File: src/rtl/or4_sweep_gen_if.sv
// or4_sweep_gen_if: groups the sweep control/status handshake and the gate-side
// vector/response signals of the or4 truth-table sweeper.
//   start      : sweep request (master -> slave)
//   z0         : or4 gate output fed back (master -> slave)
//   x0..x3     : gate inputs, x0 = MSB of vector index (slave -> master)
//   busy, done : sweep status (slave -> master)
//   err_cnt    : mismatching vector count 0..16 (slave -> master)
//   first_fail : index of first mismatching vector (slave -> master)
//   pass       : done && err_cnt == 0 (slave -> master)
interface or4_sweep_gen_if;
    logic       start;
    logic       z0;
    logic       x0;
    logic       x1;
    logic       x2;
    logic       x3;
    logic       busy;
    logic       done;
    logic [4:0] err_cnt;
    logic [3:0] first_fail;
    logic       pass;

    modport master (
        output start,
        output z0,
        input  x0,
        input  x1,
        input  x2,
        input  x3,
        input  busy,
        input  done,
        input  err_cnt,
        input  first_fail,
        input  pass
    );

    modport slave (
        input  start,
        input  z0,
        output x0,
        output x1,
        output x2,
        output x3,
        output busy,
        output done,
        output err_cnt,
        output first_fail,
        output pass
    );
endinterface

File: src/rtl/or4_sweep_gen.sv
// or4_sweep_gen: drives the four or4 inputs through all 16 combinations, holding
// each vector HOLD cycles, and checks the returned z0 against the expected OR.
// Ports:
//   clk  : system clock, rising edge
//   rst  : synchronous active-high reset
//   bus  : or4_sweep_gen_if.slave (start, z0 in; x0..x3, busy, done,
//          err_cnt, first_fail, pass out)
// Parameter HOLD (2..65535): cycles each vector is held.
// Build option: define OR4_SWEEP_CHECK_EN to include the z0 checker; without it
// the block is a pure pattern generator and err_cnt/first_fail/pass are 0.
module or4_sweep_gen #(
    parameter int unsigned HOLD = 20
) (
    input  logic           clk,
    input  logic           rst,
    or4_sweep_gen_if.slave bus
);
    localparam int unsigned HW = $clog2(HOLD);
    localparam int unsigned VW = 4;
    localparam logic [HW-1:0] H_LAST = HW'(HOLD - 1);
    localparam logic [VW-1:0] V_LAST = VW'(15);

    typedef enum logic [1:0] {
        IDLE  = 2'd0,
        DRIVE = 2'd1,
        DONE  = 2'd2
    } state_t;

    state_t        state_q, state_d;
    logic [VW-1:0] v_q, v_d;
    logic [HW-1:0] h_q, h_d;
    logic [VW-1:0] vec_q, vec_d;
    logic          busy_q, busy_d;
    logic          done_q, done_d;

    logic          go_c;
    logic          sample_c;

    // Start is honoured only when no sweep is running.
    assign go_c     = bus.start && ((state_q == IDLE) || (state_q == DONE));
    // Last edge of a vector window: z0 is compared and the vector advances.
    assign sample_c = (state_q == DRIVE) && (h_q == H_LAST);

    // FSM state and datapath registers
    always_ff @(posedge clk) begin
        if (rst) begin
            state_q <= IDLE;
            v_q     <= '0;
            h_q     <= '0;
            vec_q   <= '0;
            busy_q  <= 1'b0;
            done_q  <= 1'b0;
        end else begin
            state_q <= state_d;
            v_q     <= v_d;
            h_q     <= h_d;
            vec_q   <= vec_d;
            busy_q  <= busy_d;
            done_q  <= done_d;
        end
    end

    // Next-state and registered-output logic
    always_comb begin
        state_d = state_q;
        v_d     = v_q;
        h_d     = h_q;
        vec_d   = vec_q;
        busy_d  = busy_q;
        done_d  = done_q;

        case (state_q)
            IDLE, DONE: begin
                if (go_c) begin
                    state_d = DRIVE;
                    v_d     = '0;
                    h_d     = '0;
                    vec_d   = '0;
                    busy_d  = 1'b1;
                    done_d  = 1'b0;
                end
            end
            DRIVE: begin
                h_d = h_q + HW'(1);
                if (sample_c) begin
                    h_d = '0;
                    v_d = v_q + VW'(1);
                    if (v_q == V_LAST) begin
                        state_d = DONE;
                        vec_d   = '0;
                        busy_d  = 1'b0;
                        done_d  = 1'b1;
                    end else begin
                        // Output register tracks the next index so x* changes
                        // exactly at the window boundary.
                        vec_d = v_q + VW'(1);
                    end
                end
            end
            default: begin
                state_d = IDLE;
                v_d     = '0;
                h_d     = '0;
                vec_d   = '0;
                busy_d  = 1'b0;
                done_d  = 1'b0;
            end
        endcase
    end

    assign bus.x0   = vec_q[3];
    assign bus.x1   = vec_q[2];
    assign bus.x2   = vec_q[1];
    assign bus.x3   = vec_q[0];
    assign bus.busy = busy_q;
    assign bus.done = done_q;

`ifdef OR4_SWEEP_CHECK_EN
    localparam int unsigned CW = 5;
    localparam logic [CW-1:0] CNT_MAX = CW'(16);

    logic [CW-1:0] err_q, err_d;
    logic [VW-1:0] ff_q, ff_d;
    logic          mismatch_c;

    // Expected OR output is 1 for every vector except 0000.
    assign mismatch_c = bus.z0 != (v_q != '0);

    // Checker registers
    always_ff @(posedge clk) begin
        if (rst) begin
            err_q <= '0;
            ff_q  <= '0;
        end else begin
            err_q <= err_d;
            ff_q  <= ff_d;
        end
    end

    // Checker update: clear on accepted start, count on sampling edges
    always_comb begin
        err_d = err_q;
        ff_d  = ff_q;
        if (go_c) begin
            err_d = '0;
            ff_d  = '0;
        end else if (sample_c && mismatch_c) begin
            if (err_q == '0) begin
                ff_d = v_q;
            end
            if (err_q != CNT_MAX) begin
                err_d = err_q + CW'(1);
            end
        end
    end

    assign bus.err_cnt    = err_q;
    assign bus.first_fail = ff_q;
    assign bus.pass       = done_q && (err_q == '0);
`else
    logic unused_z0;
    assign unused_z0      = bus.z0;
    assign bus.err_cnt    = '0;
    assign bus.first_fail = '0;
    assign bus.pass       = 1'b0;
`endif

endmodule

File: src/flat_wrapper.sv
// flat-port wrapper written by rule: the top's interface ports become plain ports
module or4_sweep_gen_flat 
#(
    parameter int unsigned HOLD = 20
)
  (clk, rst, bus_start, bus_z0, bus_x0, bus_x1, bus_x2, bus_x3, bus_busy, bus_done, bus_err_cnt, bus_first_fail, bus_pass);
  or4_sweep_gen_if bus_i ();
  input  logic clk;
  input  logic rst;
  input wire logic [$bits(bus_i.start)-1:0] bus_start;
  input wire logic [$bits(bus_i.z0)-1:0] bus_z0;
  output wire logic [$bits(bus_i.x0)-1:0] bus_x0;
  output wire logic [$bits(bus_i.x1)-1:0] bus_x1;
  output wire logic [$bits(bus_i.x2)-1:0] bus_x2;
  output wire logic [$bits(bus_i.x3)-1:0] bus_x3;
  output wire logic [$bits(bus_i.busy)-1:0] bus_busy;
  output wire logic [$bits(bus_i.done)-1:0] bus_done;
  output wire logic [$bits(bus_i.err_cnt)-1:0] bus_err_cnt;
  output wire logic [$bits(bus_i.first_fail)-1:0] bus_first_fail;
  output wire logic [$bits(bus_i.pass)-1:0] bus_pass;
  assign bus_i.start = bus_start;
  assign bus_i.z0 = bus_z0;
  assign bus_x0 = bus_i.x0;
  assign bus_x1 = bus_i.x1;
  assign bus_x2 = bus_i.x2;
  assign bus_x3 = bus_i.x3;
  assign bus_busy = bus_i.busy;
  assign bus_done = bus_i.done;
  assign bus_err_cnt = bus_i.err_cnt;
  assign bus_first_fail = bus_i.first_fail;
  assign bus_pass = bus_i.pass;
  or4_sweep_gen #(.HOLD(HOLD)) u_core (.clk(clk), .rst(rst), .bus(bus_i));
endmodule
File: config.mk
export PLATFORM = sky130hd
export DESIGN_NAME = or4_sweep_gen_flat
export DESIGN_NICKNAME = d
export VERILOG_FILES = /design/src/rtl/or4_sweep_gen_if.sv /design/src/rtl/or4_sweep_gen.sv /design/src/flat_wrapper.sv
export SDC_FILE = /design/constraint.sdc
export NUM_CORES = 1
export LEC_CHECK = 0
export ABC_CLOCK_PERIOD_IN_PS = 2009
export CORE_UTILIZATION = 47
export DETAILED_ROUTE_END_ITERATION = 10
export PLACE_DENSITY_LB_ADDON = 0.05
export RECOVER_POWER = 25
export SYNTH_ARGS = -nofsm -noshare
export SYNTH_HDL_FRONTEND = slang
export SYNTH_SLANG_ARGS = --single-unit
File: constraint.sdc
create_clock -name clk -period 2.01 [get_ports clk]
set_input_delay 0.402 -clock clk [delete_from_list [all_inputs] [get_ports clk]]
set_output_delay 0.402 -clock clk [all_outputs]
set_load 0.05 [all_outputs]
==> key figures <==
Run status
  • Run status: finished with violations
  • Failing checks: design-rule violations

Clocking
  • H-Tree Level Count: 1
  • Setup Fix Bufs, Post-CTS: 0
  • Post-cts sizing count: 0
  • CTS sink cnt: 16
  • CTS buffer count: 3
  • CTS tree: yes
  • Clock transition at the registers of the reported paths: 0.10 ns
  • Root Buffer Master: clkbuf_4
  • Maximum buffer depth of the clock tree: 2
  • Hold-fix buffer count after cts: 0
  • Clk_lat worst skew: 0.28 ns

Routing
  • Residual DRC: 2
  • Via count: 616
  • Initial DRC count: 24
  • First drt pass iteration count: 7
  • WL/cell: 12.2 um
  • Vias per Instance: 5.60
  • Final ANT Viol Nets: 0
  • DRT Wirelength: 1340 um

Floorplan
  • Row count: 14
  • Die area: around 1900 um2
  • Core Footprint: between 1500 and 2000 um2
  • Die Y: 43.6 um
  • Initial core utilization: 0.522
  • Die X: 43.6 um
  • Top-level I/O count: 20

Placement
  • Setup WS pre-CTS: 0.158 ns
  • Port Buffer Count: 8
  • Hpwl dp: 949 um
  • Dpl cells: 106
  • RD Place Congestion: 0.786

Pwr
  • Sequential power share: 0.517
  • Switching Power: about 190 uW
  • Cell area power density: 712 nW/um2
  • Gate power share: 0.153
  • Clk pwr share: 0.330
  • Pleak: 0.000376 uW
  • Int Power: 460 uW
  • Sw Share: 0.287
  • Maximum vdd drop: 0.563 mV

Global route
  • Global Route Usage Sum: 0.160
  • Vias in the first global route: 501
  • Overflow after GRT: 0
  • Met2 GRT Util: 0.215
  • Layer with the highest usage: met1
  • First-pass GRT wire length: approximately 2200 um
  • Largest net degree at the start of global routing: 10
  • Met1 Use GR: 0.240
  • Initial antenna violation count: 0
  • M3 GR Usage: 0.0375

Finish
  • FILL cells: ~140
  • Layout cells sized above 1: 0.0851
  • Nets: 101
  • Area Growth Syn to Fin: 11.2%
  • Fin cells: 110
  • # diodes: 0

Timing
  • Crit share post-route: 0.961
  • Clock skew: 0.00222 ns
  • RSZ-0062 raised after global routing: no
  • Min Tclk post-route: around 1.9 ns
  • Final worst-path setup slack: 0.0790 ns
  • Setup tns final: 0 ns
  • Final hold vios: 0
  • Final setup vio count: 0
  • Final slew viol count: 0
  • Maximum clock frequency: 518 MHz

Flow run
  • Max-cap viol count: 0

Logic synthesis
  • Yosys cell types: 34
  • Yosys reg bits: 16
  • Prevailing post-synth register cell: dfxtp_1
  • Mapped Cells: 83
  • Synth async-reset ratio: 0
  • EDFF count, synth: 0
  • Syn_area_per_cell: about 10 um2
  • Sequential share of the synthesized area: 0.393
  • Mapped cell area: 815 um2
  • Ys Warns: 0

Min path
  • Worst hold path type: flip-flop to flip-flop
  • Worst hold start: u_core.bus.busy

Worst setup path
  • Top Family by Delay on Critical Path: buffers and inverters
  • Crit path kind: flip-flop to output port
  • CP max FO: 6
  • Crit-path slowest cell: clkdlybuf4s50_1
  • Crit. End Element: output port
  • Crit Reg-Reg Startpoint: u_core.h_q[0]
  • Crit path largest cell delay: 0.83 ns
  • Critical Path Source: u_core.bus.done
  • CP Cell Sequence: clkdlybuf4s50_1
  • Data arrival, critical path: 1.53 ns
  • Worst endpoint required time: 1.61 ns
  • Setup crit start kind: flip-flop
  • Worst path buffer plus inverter count: 1
[Yosys cell counts (2+ instances only)]
| cell | number | area share |
|---|---|---|
| nand3_1 | 3 | 0.018 |
| inv_1 | 2 | 0.0092 |
| buf_4 | 10 | 0.092 |
| dfxtp_1 | 16 | 0.39 |
| nor2_1 | 4 | 0.018 |
| xnor2_1 | 2 | 0.022 |
| nor2b_1 | 3 | 0.023 |
| a21o_1 | 2 | 0.018 |
| ha_1 | 2 | 0.031 |
| a22o_1 | 5 | 0.054 |
| xor2_1 | 2 | 0.022 |
| a31oi_1 | 2 | 0.015 |
| a32o_1 | 3 | 0.037 |
| o21ai_0 | 7 | 0.043 |
[power groups by stage]
stage	Sequential (uW)	Combinational [uW]	Clock (uW)
6_report	334	98.6	213
5_1_grt	335	107	235
3_5_place_dp	341	99.2	0
3_3_place_gp	341	98.7	0
2_1_floorplan	346	93.4	0
4_1_cts	334	99.6	222
[state kept, by name, indices dropped and copies added, names as in the netlist]
| register | flops |
|---|---|
| u_core.bus.done | 1 |
| u_core.vec_q | 4 |
| u_core.h_q | 5 |
| u_core.v_q | 4 |
| u_core.state_q | 1 |
| u_core.bus.busy | 1 |
[through the flow]
| step | total power, uW | instance area (um2) | hold slack (ns) | utilization |
|---|---|---|---|---|
| after floorplan | 439 | 848 | 0.474 | - |
| after global placement | 440 | 870 | 0.449 | 0.558 |
| after detailed placement | 440 | 870 | 0.455 | 0.558 |
| after CTS | 656 | 906 | 0.479 | 0.581 |
| after global routing | 677 | 906 | 0.489 | 0.581 |
| final | 645 | 906 | 0.472 | 0.581 |
[layout make-up]
| type | instances | area [um2] | area share |
|---|---|---|---|
| Inverter | 2 | 7.51 | 0.00829 |
| Multi-Input combinational cell | 63 | 434 | 0.479 |
| Clock buffer | 4 | 36.3 | 0.0401 |
| Tap cell | 16 | 20.0 | 0.0221 |
| Timing Repair Buffer | 9 | 87.6 | 0.0967 |
| Sequential cell | 16 | 320 | 0.354 |
[logic make-up (layout without fill, tap and decap cells)]
logic type	after synthesis	count (layout)	share of synthesized area
AO/OA/AOI/OAI	24	24	0.224
AND/OR/NAND/NOR	22	22	0.175
flip-flops	16	16	0.393
buffers and inverters	13	15	0.115
XOR/XNOR	4	4	0.0430
adder cells (fa/ha/maj)	2	2	0.0307
other	1	10	0.00460
multiplexers	1	1	0.0138
[placed cells by master, fill, tap and decap left out, drive strengths merged, types with 3 or more instances in the layout]
cell / synthesis / routed
nor2: 5 / 5
a32o: 3 / 3
o21ai: 8 / 8
nor2b: 3 / 3
nand3: 3 / 3
a22o: 5 / 5
clkdlybuf4s50: 0 / 6
dfxtp: 16 / 16
conb: 1 / 10
clkbuf: 0 / 4
[final timing paths]
path,slack (ns),end,cells past startpoint
setup / recovery,0.08,bus_done,1
hold / removal,0.47,u_core.bus.busy,2
setup reg to reg,0.45,u_core.vec_q[0],4
hold reg to reg,0.47,u_core.bus.busy,2
[layer usage]
metal	wire, um	up-vias
met3	72	0
met4	0	0
met2	561	24
met1	704	284
li1	-	308
met5	0	-
Note: power is estimated with default switching activity, not from simulation.
